==> src/rtl/pc_sequencer_pkg.sv <==
// Shared definitions for the fetch PC sequencer: reset vector, address
// width, sequential step and the 1-bit state encoding.
package pc_sequencer_pkg;

    localparam int unsigned ADDR_W = 32;

    // Boot ROM entry point loaded into the fetch PC on reset.
    localparam logic [ADDR_W-1:0] RESET_PC = 32'hBFC0_0000;

    // Sequential fetch advances one 32-bit instruction.
    localparam logic [ADDR_W-1:0] PC_STEP = 32'd4;

    // SEQ: normal fetch. HOLD: a taken redirect is waiting for the delay
    // slot at pc_f to be accepted.
    typedef enum logic {
        ST_SEQ  = 1'b0,
        ST_HOLD = 1'b1
    } seq_state_e;

endpackage : pc_sequencer_pkg

==> src/rtl/pc_sequencer.sv <==
// Fetch-stage program counter sequencer.
// Holds the fetch address, steps it by 4 on each accepted fetch, and applies
// branch/jump and exception redirects. A taken branch that arrives while the
// delay slot cannot be accepted is parked in a hold register until it is.
//
// Ports:
//   clk, rst          clock, synchronous active-high reset
//   stall_f           fetch hold from hazard unit
//   inst_addr_ok      instruction memory accepted pc_f this cycle
//   taken_d/target_d  decode-stage taken redirect and its target
//   exc_valid/exc_pc  exception/eret redirect and its target
//   pc_f              current fetch address (registered)
//   inst_req          fetch request valid
//   pc_adel           pc_f misaligned
//   redirect_pending  a held redirect is waiting (state HOLD)
module pc_sequencer
    import pc_sequencer_pkg::*;
(
    input  logic              clk,
    input  logic              rst,
    input  logic              stall_f,
    input  logic              inst_addr_ok,
    input  logic              taken_d,
    input  logic [ADDR_W-1:0] target_d,
    input  logic              exc_valid,
    input  logic [ADDR_W-1:0] exc_pc,
    output logic [ADDR_W-1:0] pc_f,
    output logic              inst_req,
    output logic              pc_adel,
    output logic              redirect_pending
);

    seq_state_e        state_q, state_d;
    logic [ADDR_W-1:0] pc_q, pc_d;
    logic [ADDR_W-1:0] tgt_q, tgt_d;
    logic              run_q, run_d;
    logic              advance_c;

    // run_q keeps inst_req low for the cycle in which reset is released.
    assign pc_f             = pc_q;
    assign pc_adel          = |pc_q[1:0];
    assign inst_req         = run_q & ~pc_adel;
    assign redirect_pending = (state_q == ST_HOLD);
    assign advance_c        = inst_req & inst_addr_ok & ~stall_f;

    // State register.
    always_ff @(posedge clk) begin
        if (rst) begin
            state_q <= ST_SEQ;
            pc_q    <= RESET_PC;
            tgt_q   <= '0;
            run_q   <= 1'b0;
        end else begin
            state_q <= state_d;
            pc_q    <= pc_d;
            tgt_q   <= tgt_d;
            run_q   <= run_d;
        end
    end

    // Next-PC selection: exception > held target > taken target > +4 > hold.
    always_comb begin
        state_d = state_q;
        pc_d    = pc_q;
        tgt_d   = tgt_q;
        run_d   = 1'b1;

        if (exc_valid) begin
            // Exception wins regardless of stall and drops any held target.
            pc_d    = exc_pc;
            tgt_d   = '0;
            state_d = ST_SEQ;
        end else begin
            unique case (state_q)
                ST_SEQ: begin
                    if (taken_d) begin
                        if (advance_c) begin
                            // The accepted fetch at pc_f is the delay slot.
                            pc_d = target_d;
                        end else begin
                            tgt_d   = target_d;
                            state_d = ST_HOLD;
                        end
                    end else if (advance_c) begin
                        pc_d = ADDR_W'(pc_q + PC_STEP);
                    end
                end
                ST_HOLD: begin
                    // taken_d cannot legally arrive here and is ignored.
                    if (advance_c) begin
                        pc_d    = tgt_q;
                        state_d = ST_SEQ;
                    end
                end
                default: state_d = ST_SEQ;
            endcase
        end
    end

endmodule : pc_sequencer

==> config.mk <==
export PLATFORM = sky130hd
export DESIGN_NAME = pc_sequencer
export DESIGN_NICKNAME = d
export VERILOG_FILES = /design/src/rtl/pc_sequencer_pkg.sv /design/src/rtl/pc_sequencer.sv
export SDC_FILE = /design/constraint.sdc
export NUM_CORES = 1
export LEC_CHECK = 0
export CAP_MARGIN = 30
export CORE_ASPECT_RATIO = 1.1
export CORE_MARGIN = 2
export CORE_UTILIZATION = 50
export CTS_BUF_LIST = sky130_fd_sc_hd__clkbuf_8
export DETAILED_ROUTE_END_ITERATION = 10
export PLACE_DENSITY = 0.81
export SLEW_MARGIN = 0
export SYNTH_ARGS = -nofsm -noshare
export SYNTH_HDL_FRONTEND = slang
export SYNTH_SLANG_ARGS = --single-unit
==> constraint.sdc <==
create_clock -name clk -period 2.4 [get_ports clk]
set_input_delay 0.6 -clock clk [delete_from_list [all_inputs] [get_ports clk]]
set_output_delay 0.6 -clock clk [all_outputs]
set_load 0.02 [all_outputs]
==> results of run 1 <==
==> power by group through the flow <==
stage,Combinational (uW),Clock [uW],Sequential (uW)
2_1_floorplan,304,0,1290
3_5_place_dp,692,0,1250
4_1_cts,695,1280,1230
3_3_place_gp,683,0,1250
5_1_grt,751,1330,1240
6_report,702,1270,1230
==> sequential cells by signal (all words and copies together), names as in the netlist <==
signal and count:
pc_f 32, tgt_q 32, redirect_pending 1, run_q 1
==> logic make-up (layout without fill, tap and decap cells) <==
logic type               after synthesis  in the layout
XOR/XNOR                               7              7
buffers and inverters                 51            163
flip-flops                            66             66
multiplexers                          12             12
AO/OA/AOI/OAI                        187            187
adder cells (fa/ha/maj)                1              1
AND/OR/NAND/NOR                      222            222
==> tightest hold or removal path, stage by stage (launching register included) <==
cell and delay (ns):
dfxtp_1 0.31, nand2_1 0.05, a21oi_1 0.05
==> metrics by stage <==
| step | util | total power, uW | hold WS [ns] |
|---|---|---|---|
| after floorplan | - | 1590 | 0.432 |
| final | 0.707 | 3200 | 0.459 |
| after global placement | 0.673 | 1930 | 0.437 |
| after CTS | 0.707 | 3200 | 0.459 |
| after detailed placement | 0.673 | 1940 | 0.443 |
| after global routing | 0.707 | 3320 | 0.476 |
==> per-layer routing <==
layer | track usage | part of all wire | wire, um
met4 | 0.116 | 0.019 | 269
met2 | 0.480 | 0.47 | 6620
met3 | 0.0414 | 0.081 | 1140
met1 | 0.474 | 0.43 | 5960
met5 | 0 | 0 | 0
==> placed cells by master, fill, tap and decap left out, types with 3 or more instances in the layout <==
master / n
a211oi_1: 6
a21o_1: 3
a21oi_1: 69
a22oi_1: 3
a31oi_1: 5
and3_1: 6
and3_2: 3
and4_1: 3
buf_12: 6
buf_4: 29
bufinv_16: 4
clkbuf_8: 9
clkdlybuf4s50_1: 104
dfxtp_1: 65
inv_1: 8
mux2i_1: 12
nand2_1: 124
nand3_1: 10
nand4_1: 11
nor2_1: 24
nor3_1: 15
nor4_1: 3
o211ai_1: 15
o21ai_0: 59
o22ai_1: 5
xnor2_1: 5
==> worst max path at each step <==
stage | cells after the start | startpoint | endpoint | slack, ns
2_1_floorplan | 7 | pc_f[10] | pc_f[31] | 0.55
3_3_place_gp | 6 | exc_valid | pc_f[23] | 0.02
3_5_place_dp | 6 | exc_valid | pc_f[23] | 0.02
4_1_cts | 2 | pc_f[1] | inst_req | 0.05
5_1_grt | 2 | pc_f[1] | inst_req | 0.003
6_report | 2 | pc_f[1] | inst_req | 0.04
==> area by class of cell <==
cell class,count,area share
multi-input combinational,429,0.434
timing repair buffer,139,0.249
sequential,66,0.239
clock inverter,7,0.0256
tap,108,0.0244
clock buffer,9,0.0224
inverter,8,0.00543
==> flow_summary.toml, run 1 <==
[status]
status = "finished, final reports clean"

[synthesis]
syn_nets = 617
ys.flop_type = "dfxtp_1"
synth_compound_area_frac = 0.278
syn_avg_cell_area_um2 = 7.33
synth_warnings = 0
synthMuxAreaShare = 0.0300
synth_top_family_by_area = "compound AO/OA/AOI/OAI gates"
yosys-top-cells-area = "dfxtp_1, nand2_1, a21oi_1"
synth_xor_area_frac = 0.0153
ys_ff_latch = 66
synth_top_cell_by_area = "dfxtp_1"
synth_commonest_cells = "nand2_1, a21oi_1, dfxtp_1, o21ai_0, nor2_1"
synth_fa_ha_area_frac = 0.00313
async_flop_share = 0
synth_area_um2 = 4000
synth_seq_area_share = 0.330
synth.most_common_cell = "nand2_1"
synth-edff-count = 0
yosysUniqueCellTypes = 66
yosys.area_share.simple = 0.272
synthCells = 546
synth_top_area_frac = 0.330

[power]
peakVddDrop_mv = 0.496
clock_power_share = 0.397
p_sw_uw = 909
leakage_uw = 0.00202
power.density_nw_per_um2 = 578
switching_share = 0.284
pwr-share-comb = 0.219
p_int_uw = 2290
seqPwrFrac = 0.384

[floorplan]
fp-row-count = 34
dieArea_um2 = 8740
start_util = 0.512
die_h_um = 97.9
die_width_um = 89.3
coreArea_um2 = 7830
ios = 105

[clocking]
postCtsResizedCells = 0
cts_buffers = 9
clk_pin_slew_ns = 0.08
cts_buffer_depth = 2
cts_tree = "yes"
htreeDepth = 3
hold_buffers = 0
clkLatencyLatePin_ns = 0.35
cts_sinks = 66
cts-root-buf = "clkbuf_8"
post_cts_buffers = 0

[drt]
via_per_inst = 6.04
ant_nets = 0
drt_wl_total_mm = 14.0
drtIter0Drc = 490
via_count = 4627
route.detailed.wl_per_inst_um = 18.3
drc = 0
first_pass_iters = 5

[setup_path]
required_ns = 1.80
crit_type = "reg2out"
rr_worst_depth = 5
start_kind = "register"
worst_path_max_delay_cell = "clkdlybuf4s50_1"
cp-end-kind = "output pin"
crit_fanout = 7
r2r_end = "pc_f[31]"
cp_cell_sequence = "nor3b_4 -> clkdlybuf4s50_1"
path_buf_inv = 1
rr_startpoint = "pc_f[11]"
crit_family = "buffers and inverters"
critPathMaxStageDelay_ns = 0.68
worstPathArrival_ns = 1.76
reg2reg_slack_ns = 0.32

[finish]
syn_to_final_growth_pct = 38.2
nets = 724
post_route_cells_drive_above_1_share = 0.108
layout.area.seq_um2 = 1320
fillers = 684
diodes = 0
finalNonFillerCells = 766
multiInputGateArea_um2 = 2400
final_cell_area_um2 = 5530

[grt]
antenna_found_initial = 0
track_usage = 0.322
grt_pass1_vias = 4270
grt_max_degree = 36
overflow = 0
grt_pass1_wl_mm = 21.9

[sta]
hold_viol = 0
tns_ns = 0
fin_crit_sh = 0.981
period_needed_ns = 2.36
setup_viol = 0
maxSlewViolCount = 0
worst_slew_pin_slew_ns = 0.449
rsz0062_at_grt = "no"
fin_worst_skew_ns = 0.00776
max_freq_mhz = 425
layout_setup_ws_ns = 0.0445
slew_headroom = 0.693

[place]
place_area_um2 = 5270
dp_cells = 750
place_hpwl_mm = 10.1
routabilityCongestion = 0.967
numPortBuffers = 104
post-place-ws_ns = 0.0188

[hold_path]
hold_end = "tgt_q[15]"
min-delay-start = "tgt_q[15]"
hold_depth = 2
worstHoldPathType = "reg2reg"

[job]
max-cap-violations = 0
No activity file was read; power rests on OpenSTA's default activity.
==> run 2: changes to the inputs <==
Settings changed: CAP_MARGIN 30 to 40, SLEW_MARGIN 0 to 20.
==> results of run 2 <==
Same layout as run 1: the final DEF is identical, and so are final timing and power.
